--- src/rtl/uart_rxtx.sv ---
// Memory-mapped full-duplex UART with TX/RX FIFOs, a runtime baud divisor,
// optional parity, an optional second TX stop bit and sticky W1C error flags.

module uart_rxtx_fifo #(
  parameter int unsigned Depth = 32
) (
  input  logic       clk_i,
  input  logic       rst_ni,
  input  logic       push_i,
  input  logic [7:0] wdata_i,
  input  logic       pop_i,
  output logic [7:0] rdata_o,
  output logic       full_o,
  output logic       empty_o
);
  localparam int unsigned PtrW = (Depth > 1) ? $clog2(Depth) : 1;
  localparam int unsigned CntW = $clog2(Depth + 1);

  logic [7:0]      mem [Depth];
  logic [PtrW-1:0] wr_ptr, rd_ptr;
  logic [CntW-1:0] count;
  logic            do_push, do_pop;

  assign full_o  = (count == CntW'(Depth));
  assign empty_o = (count == '0);
  assign do_pop  = pop_i && !empty_o;
  // A pop frees the slot in the same cycle, so push+pop on a full FIFO both land.
  assign do_push = push_i && (!full_o || do_pop);
  assign rdata_o = mem[rd_ptr];

  always_ff @(posedge clk_i or negedge rst_ni) begin
    if (!rst_ni) begin
      wr_ptr <= '0;
      rd_ptr <= '0;
      count  <= '0;
    end else begin
      if (do_push) wr_ptr <= (wr_ptr == PtrW'(Depth - 1)) ? '0 : wr_ptr + PtrW'(1);
      if (do_pop)  rd_ptr <= (rd_ptr == PtrW'(Depth - 1)) ? '0 : rd_ptr + PtrW'(1);
      count <= count + CntW'(do_push) - CntW'(do_pop);
    end
  end

  always_ff @(posedge clk_i) begin
    if (do_push) mem[wr_ptr] <= wdata_i;
  end
endmodule

module uart_rxtx #(
  parameter int unsigned ClockFrequency = 50_000_000,
  parameter int unsigned BaudRate       = 115_200,
  parameter int unsigned TxDepth        = 32,
  parameter int unsigned RxDepth        = 32
) (
  input  logic        clk_i,
  input  logic        rst_ni,
  input  logic        device_req_i,
  input  logic [31:0] device_addr_i,
  input  logic        device_we_i,
  input  logic [3:0]  device_be_i,
  input  logic [31:0] device_wdata_i,
  output logic        device_rvalid_o,
  output logic [31:0] device_rdata_o,
  output logic        uart_tx_o,
  input  logic        uart_rx_i,
  output logic        irq_o
);
  localparam logic [15:0] DIV_RST = 16'(ClockFrequency / BaudRate);

  typedef enum logic [2:0] {S_IDLE, S_START, S_DATA, S_PARITY, S_STOP, S_BREAK} state_e;

  logic [11:0] addr;
  logic        wr, rd, div_wr;
  logic [15:0] div_q;
  logic [2:0]  cfg_q;
  logic [3:0]  err_q, err_set, err_clr;
  logic [7:0]  status;
  logic [31:0] rdata_d;
  logic        unused_bits;

  logic       tx_push, tx_pop, tx_full, tx_empty;
  logic [7:0] tx_head;
  logic       rx_push, rx_pop, rx_full, rx_empty;
  logic [7:0] rx_head;

  state_e      tx_state, rx_state;
  logic [15:0] tx_cnt, rx_cnt;
  logic [2:0]  tx_idx, rx_idx;
  logic [7:0]  tx_sh, rx_sh;
  logic        tx_par_bit, tx_pen, tx_two, tx_stop2, tx_bit_end;
  logic        rx_s1, rx_s2, rx_prev, rx_pen, rx_odd, rx_par_bad;
  logic        rx_tick, rx_stop_end;

  assign addr   = device_addr_i[11:0];
  assign wr     = device_req_i && device_be_i[0] && device_we_i;
  assign rd     = device_req_i && device_be_i[0] && !device_we_i;
  assign div_wr = wr && (addr == 12'h00C);
  assign unused_bits = ^{device_addr_i[31:12], device_be_i[3:1], device_wdata_i[31:16]};

  assign tx_push = wr && (addr == 12'h004);
  assign rx_pop  = rd && (addr == 12'h000);

  uart_rxtx_fifo #(.Depth(TxDepth)) u_tx_fifo (
    .clk_i, .rst_ni, .push_i(tx_push), .wdata_i(device_wdata_i[7:0]), .pop_i(tx_pop),
    .rdata_o(tx_head), .full_o(tx_full), .empty_o(tx_empty)
  );
  uart_rxtx_fifo #(.Depth(RxDepth)) u_rx_fifo (
    .clk_i, .rst_ni, .push_i(rx_push), .wdata_i(rx_sh), .pop_i(rx_pop),
    .rdata_o(rx_head), .full_o(rx_full), .empty_o(rx_empty)
  );

  // err_q: [0] RX_OVF, [1] FRAME_ERR, [2] PARITY_ERR, [3] TX_OVF
  assign status  = {err_q, (tx_state != S_IDLE), !rx_empty, tx_empty, tx_full};
  assign err_clr = (wr && (addr == 12'h008)) ? device_wdata_i[7:4] : 4'b0;
  assign err_set = {tx_push && tx_full && !tx_pop,
                    rx_push && rx_par_bad,
                    rx_stop_end && !rx_s2,
                    rx_push && rx_full && !rx_pop};
  assign irq_o   = !rx_empty || (|err_q);

  always_comb begin
    rdata_d = '0;
    if (rd) begin
      case (addr)
        12'h000: rdata_d = {24'b0, rx_empty ? 8'h00 : rx_head};
        12'h008: rdata_d = {24'b0, status};
        12'h00C: rdata_d = {16'b0, div_q};
        12'h010: rdata_d = {29'b0, cfg_q};
        default: rdata_d = '0;
      endcase
    end
  end

  always_ff @(posedge clk_i or negedge rst_ni) begin
    if (!rst_ni) begin
      device_rvalid_o <= 1'b0;
      device_rdata_o  <= '0;
      div_q           <= DIV_RST;
      cfg_q           <= '0;
      err_q           <= '0;
    end else begin
      device_rvalid_o <= device_req_i;
      device_rdata_o  <= rdata_d;
      if (div_wr) div_q <= (device_wdata_i[15:0] < 16'd4) ? 16'd4 : device_wdata_i[15:0];
      if (wr && (addr == 12'h010)) cfg_q <= device_wdata_i[2:0];
      err_q <= (err_q & ~err_clr) | err_set;
    end
  end

  // ---------------- transmitter ----------------
  assign tx_bit_end = (tx_cnt == div_q - 16'd1);
  assign tx_pop = !tx_empty && ((tx_state == S_IDLE) ||
                  ((tx_state == S_STOP) && tx_bit_end && (!tx_two || tx_stop2)));

  always_ff @(posedge clk_i or negedge rst_ni) begin
    if (!rst_ni) begin
      tx_state   <= S_IDLE;
      tx_cnt     <= '0;
      tx_idx     <= '0;
      tx_sh      <= '0;
      tx_par_bit <= 1'b0;
      tx_pen     <= 1'b0;
      tx_two     <= 1'b0;
      tx_stop2   <= 1'b0;
      uart_tx_o  <= 1'b1;
    end else begin
      if ((tx_state == S_IDLE) || tx_bit_end || div_wr) tx_cnt <= '0;
      else tx_cnt <= tx_cnt + 16'd1;
      case (tx_state)
        S_IDLE: ;
        S_START: if (tx_bit_end) begin
          tx_state  <= S_DATA;
          tx_idx    <= '0;
          uart_tx_o <= tx_sh[0];
        end
        S_DATA: if (tx_bit_end) begin
          if (tx_idx == 3'd7) begin
            tx_state  <= tx_pen ? S_PARITY : S_STOP;
            uart_tx_o <= tx_pen ? tx_par_bit : 1'b1;
            tx_stop2  <= 1'b0;
          end else begin
            tx_sh     <= tx_sh >> 1;
            uart_tx_o <= tx_sh[1];
            tx_idx    <= tx_idx + 3'd1;
          end
        end
        S_PARITY: if (tx_bit_end) begin
          tx_state  <= S_STOP;
          uart_tx_o <= 1'b1;
        end
        S_STOP: if (tx_bit_end) begin
          if (tx_two && !tx_stop2) tx_stop2 <= 1'b1;
          else tx_state <= S_IDLE;
        end
        default: tx_state <= S_IDLE;
      endcase
      // Frame start is shared by IDLE and end-of-STOP; tx_pop fires exactly there.
      if (tx_pop) begin
        tx_state   <= S_START;
        uart_tx_o  <= 1'b0;
        tx_sh      <= tx_head;
        tx_par_bit <= (^tx_head) ^ cfg_q[1];
        tx_pen     <= cfg_q[0];
        tx_two     <= cfg_q[2];
      end
    end
  end

  // ---------------- receiver ----------------
  assign rx_tick     = (rx_state == S_START) ? (rx_cnt == {1'b0, div_q[15:1]} - 16'd1)
                                             : (rx_cnt == div_q - 16'd1);
  assign rx_stop_end = (rx_state == S_STOP) && rx_tick;
  assign rx_push     = rx_stop_end && rx_s2;

  always_ff @(posedge clk_i or negedge rst_ni) begin
    if (!rst_ni) begin
      rx_s1      <= 1'b1;
      rx_s2      <= 1'b1;
      rx_prev    <= 1'b1;
      rx_state   <= S_IDLE;
      rx_cnt     <= '0;
      rx_idx     <= '0;
      rx_sh      <= '0;
      rx_pen     <= 1'b0;
      rx_odd     <= 1'b0;
      rx_par_bad <= 1'b0;
    end else begin
      rx_s1   <= uart_rx_i;
      rx_s2   <= rx_s1;
      rx_prev <= rx_s2;
      if ((rx_state == S_IDLE) || (rx_state == S_BREAK) || rx_tick || div_wr) rx_cnt <= '0;
      else rx_cnt <= rx_cnt + 16'd1;
      case (rx_state)
        S_IDLE: if (rx_prev && !rx_s2) begin
          rx_state   <= S_START;
          rx_pen     <= cfg_q[0];
          rx_odd     <= cfg_q[1];
          rx_par_bad <= 1'b0;
        end
        S_START: if (rx_tick) begin
          rx_state <= rx_s2 ? S_IDLE : S_DATA;
          rx_idx   <= '0;
        end
        S_DATA: if (rx_tick) begin
          rx_sh  <= {rx_s2, rx_sh[7:1]};
          rx_idx <= rx_idx + 3'd1;
          if (rx_idx == 3'd7) rx_state <= rx_pen ? S_PARITY : S_STOP;
        end
        S_PARITY: if (rx_tick) begin
          rx_par_bad <= rx_s2 != ((^rx_sh) ^ rx_odd);
          rx_state   <= S_STOP;
        end
        S_STOP:  if (rx_tick) rx_state <= rx_s2 ? S_IDLE : S_BREAK;
        S_BREAK: if (rx_s2) rx_state <= S_IDLE;
        default: rx_state <= S_IDLE;
      endcase
    end
  end
endmodule
--- config.mk ---
export PLATFORM = sky130hd
export DESIGN_NAME = uart_rxtx
export DESIGN_NICKNAME = d
export VERILOG_FILES = /design/src/rtl/uart_rxtx.sv
export SDC_FILE = /design/constraint.sdc
export NUM_CORES = 1
export LEC_CHECK = 0
export BUFFER_PORTS_ARGS = -buffer_cell sky130_fd_sc_hd__buf_2
export CAP_MARGIN = 20
export CORE_UTILIZATION = 31
export DETAILED_ROUTE_END_ITERATION = 8
export PLACE_DENSITY = 0.55
export SKIP_CTS_REPAIR_TIMING = 1
export SYNTH_ARGS = -nofsm -noshare
export SYNTH_HDL_FRONTEND = slang
export SYNTH_SLANG_ARGS = --single-unit
--- constraint.sdc ---
create_clock -name clk_i -period 6.4 [get_ports clk_i]
set_input_delay 0.96 -clock clk_i [delete_from_list [all_inputs] [get_ports clk_i]]
set_output_delay 0.96 -clock clk_i [all_outputs]
set_load 0.1 [all_outputs]
==> flow_summary_export.csv, run 1 <==
group,metric,value,unit
critical_path,r2r_cells,11,
pwr,power_density,274,mW/mm2
synthesis,synthCells,1872,
critical_path,critPathCaptureType,"flip-flop",
sta,finalClockSkew,0.0253,ns
floorplan,ios,108,
synthesis,synth_fa_ha_area_share,1.86,%
layout,utilization,35.9,%
global_routing,grtUsageTotal,14.6,%
critical_path,reg2reg_from,"div_q[2]",
critical_path,r2r_slack,1.06,ns
layout,drive_gt1_share,22.8,%
synthesis,synth_top_family_by_area,"multiplexers",
synthesis,synth-async-reset-ratio,21.8,%
sta,period_share,83.4,%
clocking,cts_tree,"built",
sta,slew-limit-headroom,28.8,%
clocking,insertion_delay,0.62,ns
detailed_routing,wl_per_cell,21.3,um
detailed_routing,drcViolationCount,1,
sta,final.min_clock_period,5.34,ns
global_routing,grt_pass1_wl,105,mm
floorplan,fp.dieH,309,um
floorplan,die_w,309,um
floorplan,initial_utilization,31.3,%
sta,setup_violations,0,
synthesis,syn-cell-area,0.0291,mm2
detailed_routing,drtPass1Iterations,8,
clocking,cts.sinks,655,
synthesis,ys.flop_type,"edfxtp_1",
detailed_routing,ant_nets,0,
placement,gp_congestion,0.855,
layout,n_antenna_cell,0,
worst_hold_path,hold_class,"reg2reg",
global_routing,antenna_found_initial,8,
clocking,cts.path.max_buffers,3,
worst_hold_path,min_from,"rx_s1",
run,cap_violations,0,
global_routing,overflow,0,
worst_hold_path,holdPathEnd,"rx_s2",
sta,rsz0062_at_grt,"no",
sta,worst_pin_slew,1.07,ns
clocking,path_clk_slew,0.06,ns
worst_hold_path,whs_path_depth,0,
floorplan,coreArea,0.0932,mm2
critical_path,critPathMaxFanout,13,
layout,multi_input_area,0.00949,mm2
layout,nNetsFinal,2074,
pwr,leakagePower,12.5,nW
global_routing,grt_max_degree,80,
floorplan,dieArea,0.0952,mm2
outcome,status,"finished, violations left",
global_routing,first_global_vias,16900,
layout,fillerInstances,8765,
synthesis,synth_mux_area_share,13.8,%
critical_path,critical_path_required,6.63,ns
placement,dpl.hpwl,44.7,mm
sta,finalSetupTns,0,ns
synthesis,ys_seq_area_share,65.1,%
synthesis,yosys.area_share.simple,8.87,%
synthesis,ys_ff_latch,655,
sta,slew_violations,0,
floorplan,rows,112,
synthesis,synth_compound_area_share,4.87,%
layout,seqCellArea,0.0190,mm2
synthesis,postSynthAreaPerCell,15.6,um2
critical_path,critPathArrivalTime,5.57,ns
sta,hold_viol,0,
clocking,root_buffer,"clkbuf_16",
layout,final_cell_mix,"edfxtp_1 (512), mux4_2 (132), dfrtp_1 (130)",
detailed_routing,detail_route.iter0.violations,1563,
detailed_routing,vias,16700,
critical_path,crit_type,"reg2reg",
synthesis,synth-xor-area-share,2.92,%
outcome,violations,"DRC",
placement,io_buffer_count,52,
layout,final_common_cell,"edfxtp_1",
detailed_routing,avgViaCountPerCell,5.09,
synthesis,synth_edf_count,512,
detailed_routing,drt_wl_total,69.6,mm
pwr,ir_worst_vdd,201,uV
critical_path,startpoint_type,"flip-flop",
sta,fmax,187,MHz
synthesis,yosysUniqueCellTypes,85,
clocking,h-tree-depth,3,
layout,syn_to_final_growth,14.7,%
clocking,numCtsBuffers,70,
synthesis,yosys_warnings,0,
critical_path,r2r-end,"u_tx_fifo.mem[24][4]",
synth_stat cells (all sizes together), types with 6 or more instances:
library cell,number,area [um2]
edfxtp,512,15400
dfrtp,134,3350
mux4,132,2970
nor2,94,353
clkbuf,79,297
nor3,77,385
nand2,76,285
nand3,58,290
mux2i,50,500
mux2,49,552
xnor2,46,403
buf,45,258
inv,45,169
ha,40,500
o21ai,38,190
xor2,38,333
a21oi,31,155
and3,28,175
nand2b,17,106
nor2b,17,106
nor4,17,134
a31oi,15,93.8
nand4,15,109
or3,12,75.1
a22oi,11,82.6
and2,11,68.8
dfstp,9,236
nand3b,9,67.6
nor3b,9,72.6
o211ai,9,67.6
or4,9,71.3
o2111ai,8,70.1
o22ai,7,43.8
or2,7,43.8
a222oi,6,60.1
o21bai,6,45.0
kinds of logic (layout without fill, tap and decap cells):
logic type,after synthesis,in the layout
compound gates,201,201
xor+xnor,89,89
fa+ha+maj,42,42
buf+inv,173,302
flops,655,655
mux,231,231
other cells,1,16
simple gates,480,480
routing by layer:
| metal | GRT usage [%] | vias to the layer above | wire (um) |
|---|---|---|---|
| met5 | 0 | - | 22 |
| met1 | 20.0 | 8595 | 30700 |
| li1 | - | 7465 | - |
| met3 | 2.52 | 103 | 3610 |
| met4 | 4.20 | 4 | 1610 |
| met2 | 23.9 | 486 | 33700 |
worst max-delay path: stages, from the launching register on:
cell     delay (ns)
dfrtp_1        0.53
inv_1          0.13
ha_1           0.44
nor2b_1        0.46
nand4_1        0.32
xnor2_1        0.25
or4b_2         0.61
or4_1          0.62
a31oi_1        0.23
buf_4          0.21
nand2_1        0.37
nor2_1         0.77
worst max path at each step:
stage	from	end	slack, ns	cells past startpoint
2_1_floorplan	div_q[2]	u_tx_fifo.mem[14][0]	2.03	14
3_3_place_gp	rx_state[1]	u_rx_fifo.mem[24][4]	1.08	8
3_5_place_dp	div_q[2]	u_tx_fifo.mem[4][0]	1.11	11
4_1_cts	div_q[2]	u_tx_fifo.mem[4][3]	1.11	11
5_1_grt	div_q[2]	u_tx_fifo.mem[25][7]	0.70	11
6_report	div_q[2]	u_tx_fifo.mem[24][4]	1.06	11
flip-flops by register name, summed over array words and instances, names as in the netlist, 8 cells and up:
register and count:
u_tx_fifo.mem 256, rx_cnt 16, device_rdata_o 16, tx_sh 8
u_rx_fifo.mem 256, div_q 16, rx_sh 8, tx_cnt 16
stage by stage:
stage / hold WS, ns / setup WS (ns) / power (W) / area (um2) / instances
final: 0.355 / 1.06 / 0.00915 / 33400 / 3270
after global routing: 0.364 / 0.698 / 0.00944 / 33400 / 3270
after CTS: 0.355 / 1.11 / 0.00925 / 33400 / 3268
after detailed placement: 0.347 / 1.11 / 0.00513 / 31000 / 3139
after global placement: 0.346 / 1.08 / 0.00512 / 31000 / 3138
after floorplan: 0.345 / 2.03 / 0.00500 / 29200 / 1887
final cells by class:
cell class              instances  share of cell area (%)
inverters                      49                   0.550
clock inverters                46                    1.57
repair buffers                124                    2.57
flip-flops and latches        655                    56.8
well taps                    1254                    4.70
multi-input cells            1059                    28.4
clock buffers                  83                    5.42
power by group:
group	internal (W)	total, W	switching, W	leakage (nW)
combinational	0.000127	0.000347	0.000220	4.31
sequential	0.00461	0.00469	0.0000764	7.09
clock	0.00241	0.00411	0.00170	1.14
Power figures use the tool's default switching activity.
==> run 2: changes to the inputs <==
--- a/config.mk
+++ b/config.mk
@@ -5,6 +5,7 @@
 export SDC_FILE = /design/constraint.sdc
 export NUM_CORES = 1
 export LEC_CHECK = 0
+export ABC_AREA = 1
 export BUFFER_PORTS_ARGS = -buffer_cell sky130_fd_sc_hd__buf_2
 export CAP_MARGIN = 20
 export CORE_UTILIZATION = 31
==> constraint.sdc (replaced) <==
create_clock -name clk_i -period 5.19 [get_ports clk_i]
set_input_delay 0.7785 -clock clk_i [delete_from_list [all_inputs] [get_ports clk_i]]
set_output_delay 0.7785 -clock clk_i [all_outputs]
set_load 0.1 [all_outputs]
==> run 2 against run 1 <==
  * Highest routed layer is now met4
  * The run now ends clean
  * Final area grew 0.71%
  * Routed wire length grew 11%
  * Worst setup slack worse by 0.015 ns
  * Sequential share of layout area shrank 0.39 points
==> flow_summary_export.csv, run 2 <==
group,metric,value,unit
critical_path,crit_type,"reg2reg",
layout,fin_cells,4192,
critical_path,r2r_slack,1.05,ns
clocking,cts.sinks,655,
synthesis,yosys.area.top_type,"edfxtp_1",
detailed_routing,detail_route.iter0.violations,1718,
critical_path,cp_slowest_cell,"dfstp_2",
critical_path,critPathArrivalTime,4.64,ns
critical_path,critPathMaxFanout,24,
sta,slew_violations,0,
floorplan,die_w,312,um
clocking,cts.path.max_buffers,3,
sta,setup_violations,0,
synthesis,synth_compound_area_share,6.15,%
global_routing,grt_max_degree,68,
layout,n_antenna_cell,0,
critical_path,critPathCaptureType,"flip-flop",
synthesis,synth_mux_area_share,1.56,%
synthesis,syn-cell-area,0.0297,mm2
synthesis,yosys_warnings,0,
synthesis,ys_ff_latch,655,
global_routing,overflow,0,
synthesis,synthCells,2816,
global_routing,antenna_found_initial,2,
placement,gp_congestion,0.877,
placement,dp_cells,4063,
synthesis,synth_fa_ha_area_share,1.82,%
sta,finalSetupTns,0,ns
synthesis,yosysUniqueCellTypes,54,
synthesis,synth-async-reset-ratio,21.8,%
pwr,power_density,345,mW/mm2
synthesis,synth_most_common_cell,"nand2_1",
layout,final_cell_mix,"nand2_1 (649), edfxtp_1 (512), nand3_1 (341)",
sta,final.min_clock_period,4.14,ns
placement,io_buffer_count,52,
sta,finalClockSkew,0.0159,ns
critical_path,crit_chain,"inv_1, ha_1, inv_1, nor2_1, nand2_1, nand2_1, nand2_1, nand2_1, nor3_1, nand3_1, nor2_1, nand2_1, o21bai_4, nand2_4, inv_2, ha_1, inv_1, ha_1, inv_1, fa_1, o21a_1, xor2_1",
worst_hold_path,hold_class,"in2async",
floorplan,fp.dieH,312,um
detailed_routing,drcViolationCount,0,
synthesis,synth_top_family_by_area,"simple AND/OR/NAND/NOR gates",
detailed_routing,drtPass1Iterations,5,
clocking,insertion_delay,0.62,ns
sta,hold_viol,0,
critical_path,crit_end,"u_tx_fifo.count[4]",
sta,rsz0062_at_grt,"no",
global_routing,first_global_vias,19700,
clocking,h-tree-depth,3,
placement,pre_cts_ws,1.06,ns
sta,period_share,79.8,%
critical_path,startpoint_type,"flip-flop",
synthesis,synth-xor-area-share,0.914,%
floorplan,dieArea,0.0971,mm2
critical_path,path_delay_family,"adder cells",
synthesis,postSynthAreaPerCell,10.6,um2
detailed_routing,wl_per_cell,18.4,um
floorplan,initial_utilization,31.3,%
critical_path,cp_num_cells,22,
global_routing,grt_pass1_wl,118,mm
sta,slew-limit-headroom,34.7,%
layout,final_common_cell,"nand2_1",
floorplan,coreArea,0.0950,mm2
critical_path,critical_path_required,5.69,ns
detailed_routing,ant_nets,0,
critical_path,crit_path_start,"div_q[1]",
clocking,cts_tree,"built",
sta,worst_pin_slew,0.979,ns
synthesis,synth_common_cells,"nand2_1 (649), edfxtp_1 (512), nand3_1 (341)",
layout,reg_top3,"u_rx_fifo.mem: 256 flops, u_tx_fifo.mem: 256 flops",
critical_path,r2r_cells,22,
outcome,status,"completed",
layout,postLayoutCellArea,0.0337,mm2
clocking,root_buffer,"clkbuf_16",
critical_path,r2r-end,"u_tx_fifo.count[4]",
floorplan,ios,108,
pwr,leakagePower,13.3,nW
synthesis,synth_edf_count,512,
layout,syn_to_final_growth,13.3,%
run,cap_violations,0,
global_routing,grtUsageTotal,15.6,%
synthesis,yosys.area_share.simple,21.2,%
clocking,path_clk_slew,0.06,ns
layout,nNetsFinal,2985,
critical_path,crit_top_cell,"nand2_1",
synthesis,ys.flop_type,"edfxtp_1",
pwr,ir_worst_vdd,275,uV
layout,drive_gt1_share,9.43,%
sta,timing.hold.ws,0.170,ns
detailed_routing,avgViaCountPerCell,4.91,
synthesis,ys_seq_area_share,63.8,%
placement,dpl.hpwl,48.9,mm
detailed_routing,drt_wl_total,77.0,mm
critical_path,path_buf_inv,5,
synthesis,synth_top_area_share,51.7,%
critical_path,crit_path_max_incr_delay,0.55,ns
synthesis,synth_area_leaders,"edfxtp_1 (52%), dfrtp_1 (11%), nand2_1 (8.2%), nand3_1 (5.7%), nor2_1 (3.5%)",
detailed_routing,vias,20600,
sta,fmax,242,MHz
floorplan,rows,113,
placement,dpl_cell_area,0.0314,mm2
critical_path,reg2reg_from,"div_q[1]",
clocking,numCtsBuffers,69,
sta,finalWorstSetupSlack,1.05,ns
## run 2: stage by stage
stage               power [W]  util [%]
floorplan             0.00653         -
global placement      0.00675      33.0
detailed placement    0.00676      33.0
CTS                    0.0117      35.4
global route           0.0120      35.4
finish                 0.0116      35.4
## run 2: power by group
| group | switching, W | internal (W) | leakage (nW) | total [W] |
|---|---|---|---|---|
| registers | 0.0000681 | 0.00570 | 7.07 | 0.00577 |
| clock network | 0.00207 | 0.00290 | 1.10 | 0.00497 |
| logic | 0.000617 | 0.000261 | 5.08 | 0.000878 |
## run 2: how the worst min path moves through the flow
stage               startpoint           to  slack (ns)  cells after the start
floorplan                rx_s1        rx_s2        0.35                      0
global placement         rx_s1        rx_s2        0.36                      0
finish                  rst_ni  tx_state[0]        0.17                      1
global route            rst_ni  tx_state[0]        0.21                      1
CTS                     rst_ni     tx_sh[1]        0.17                      1
detailed placement       rx_s1        rx_s2        0.36                      0
## run 2: cell type report
cell class / instances / area [um2]
inverter: 195 / 734
clock inverter: 37 / 355
timing repair buffer: 101 / 642
fill: 9524 / 61400
clock buffer: 91 / 1900
sequential: 655 / 19000
tap: 1265 / 1580
multi-input combinational: 1848 / 9460
## run 2: cells by family after synthesis
group                    count (synthesis)
AND/OR/NAND/NOR                       1419
flip-flops                             655
buffers and inverters                  328
AO/OA/AOI/OAI                          294
multiplexers                            46
adder cells (fa/ha/maj)                 42
XOR/XNOR                                31
other                                    1
## run 2: metal layers
layer  up-vias  GRT usage (%)  share of wire (%)  wire [um]
met1     10000           21.9                 46      35400
met2       574           25.0                 47      35800
met3       107           2.21                5.3       4060
li1       9889              -                  -          -
met4         0           4.81                2.2       1690
met5         -              0                  0          0
## run 2: worst register-to-register path: cells and delay by family, from the launching register on
family                     cells  cell delay, ns
buffers and inverters          5            0.72
AOI/OAI and AO/OA              2            0.41
DFF                            1            0.55
and+or+nand+nor               10            1.05
xor gates and xnor gates       1            0.14
adders and majority gates      4            1.15
==> run 3: changes to the inputs <==
==> constraint.sdc (replaced) <==
create_clock -name clk_i -period 4.2 [get_ports clk_i]
set_input_delay 0.63 -clock clk_i [delete_from_list [all_inputs] [get_ports clk_i]]
set_output_delay 0.63 -clock clk_i [all_outputs]
set_load 0.1 [all_outputs]
==> run 3 against run 2 <==
  * First-iteration DRC count shrank 2.8%
  * Final area grew 1.8%
  * Clock-buffer cell count decreased by 2
  * Critical endpoint unchanged
  * Largest power group unchanged
==> flow_summary_export.csv, run 3 (synthesis results as in run 2) <==
group,metric,value,unit
global_routing,grt_max_degree,90,
floorplan,initial_utilization,31.3,%
clocking,numCtsBuffers,69,
critical_path,crit_top_cell,"nand2_1",
layout,n_antenna_cell,0,
clocking,cts.path.max_buffers,3,
layout,nNetsFinal,3059,
sta,finalWorstSetupSlack,0.453,ns
placement,gp_congestion,0.882,
sta,setup_violations,0,
layout,final_common_cell,"nand2_1",
layout,syn_to_final_growth,15.2,%
floorplan,rows,113,
clocking,path_clk_slew,0.06,ns
global_routing,grtUsageTotal,15.6,%
sta,rsz0062_at_grt,"no",
sta,final.min_clock_period,3.75,ns
detailed_routing,detail_route.iter0.violations,1670,
floorplan,fp.dieH,312,um
floorplan,ios,108,
sta,finalSetupTns,0,ns
clocking,h-tree-depth,3,
critical_path,crit_end,"u_tx_fifo.count[4]",
run,cap_violations,0,
pwr,switching_share,23.5,%
detailed_routing,vias,20700,
layout,fillerInstances,9421,
pwr,seqPwrFrac,49.9,%
sta,finalClockSkew,0.0278,ns
layout,final_cell_mix,"nand2_1 (649), edfxtp_1 (512), nand3_1 (341)",
global_routing,antenna_found_initial,2,
pwr,power_density,417,mW/mm2
worst_hold_path,hold_class,"in2async",
critical_path,critPathCaptureType,"flip-flop",
placement,io_buffer_count,52,
layout,seqCellArea,0.0190,mm2
pwr,leakagePower,13.7,nW
critical_path,critPathArrivalTime,4.24,ns
sta,period_share,89.2,%
critical_path,path_buf_inv,5,
clocking,cts.sinks,655,
placement,pre_cts_ws,0.414,ns
floorplan,coreArea,0.0950,mm2
detailed_routing,ant_nets,0,
critical_path,crit_path_max_incr_delay,0.55,ns
critical_path,cp_slowest_cell,"dfstp_2",
detailed_routing,wl_per_cell,18.0,um
placement,dpl.hpwl,49.8,mm
pwr,ir_worst_vdd,350,uV
global_routing,grt_pass1_wl,118,mm
floorplan,dieArea,0.0971,mm2
pwr,p_comb_share,7.6,%
global_routing,first_global_vias,19700,
detailed_routing,drcViolationCount,0,
detailed_routing,drtPass1Iterations,5,
detailed_routing,avgViaCountPerCell,4.86,
pwr,clkPwrFrac,42.5,%
critical_path,critical_path_required,4.69,ns
layout,drive_gt1_share,11.6,%
outcome,status,"completed",
critical_path,reg2reg_from,"div_q[1]",
floorplan,die_w,312,um
critical_path,r2r-end,"u_tx_fifo.count[4]",
pwr,internal-power,0.0109,W
critical_path,r2r_cells,22,
sta,hold_viol,0,
critical_path,crit_chain,"inv_1, ha_2, inv_1, nor2_1, nand2_1, nand2_1, nand2_1, nand2_1, nor3_1, nand3_1, nor2_1, nand2_1, o21bai_4, nand2_4, inv_2, ha_1, inv_1, ha_1, inv_1, fa_1, o21a_1, xor2_1",
critical_path,crit_path_start,"div_q[1]",
clocking,insertion_delay,0.62,ns
critical_path,startpoint_type,"flip-flop",
critical_path,cp_num_cells,22,
critical_path,critPathMaxFanout,6,
clocking,cts_tree,"built",
detailed_routing,drt_wl_total,76.6,mm
sta,fmax,267,MHz
critical_path,r2r_slack,0.45,ns
pwr,netSwitchingPower,0.00336,W
clocking,root_buffer,"clkbuf_16",
critical_path,crit_type,"reg2reg",
sta,slew_violations,0,
layout,multi_input_area,0.00946,mm2
sta,slew-limit-headroom,36.6,%
global_routing,overflow,0,
layout,reg_top3,"u_rx_fifo.mem: 256 flops, u_tx_fifo.mem: 256 flops",
pwr,p_total,0.0143,W
sta,worst_pin_slew,0.950,ns
sta,timing.hold.ws,0.107,ns
critical_path,path_delay_family,"adder cells",
==> run 3: worst min-delay path by stage <==
stage / from / endpoint / cells after the start
final: rst_ni / u_tx_fifo.count[4] / 1
after global routing: device_req_i / device_rvalid_o / 1
after CTS: device_req_i / device_rvalid_o / 1
after detailed placement: rx_s1 / rx_s2 / 0
after global placement: rx_s1 / rx_s2 / 0
after floorplan: rst_ni / cfg_q[0] / 0
==> run 3: power by group through the flow <==
stage               clock network, W  registers [W]  logic (W)
floorplan                          0        0.00723   0.000835
global placement                   0        0.00726    0.00109
detailed placement                 0        0.00726    0.00110
CTS                          0.00620        0.00713    0.00110
global route                 0.00643        0.00713    0.00124
finish                       0.00607        0.00713    0.00109
==> run 3: cell type report <==
class / count / share of cell area (%)
Clock buffer: 89 / 5.54
Timing Repair Buffer: 175 / 3.69
Inverter: 195 / 2.14
Multi-Input combinational cell: 1848 / 27.6
Sequential cell: 655 / 55.4
Clock inverter: 33 / 0.961
Tap cell: 1265 / 4.62
==> run 3: per-stage QoR <==
| step | utilization, % | cell area (um2) | cells |
|---|---|---|---|
| global route | 36.0 | 34200 | 4260 |
| global placement | 33.7 | 32000 | 4135 |
| floorplan | - | 29800 | 2831 |
| detailed placement | 33.7 | 32000 | 4135 |
| CTS | 36.0 | 34200 | 4257 |
| finish | 36.0 | 34200 | 4260 |
==> run 3: layer usage <==
layer	track usage [%]	vias up	share of wire [%]
met3	2.08	110	5.1
met4	4.79	0	2.3
met1	21.8	10000	46
li1	-	10000	-
met5	0	-	0
met2	25.1	537	47
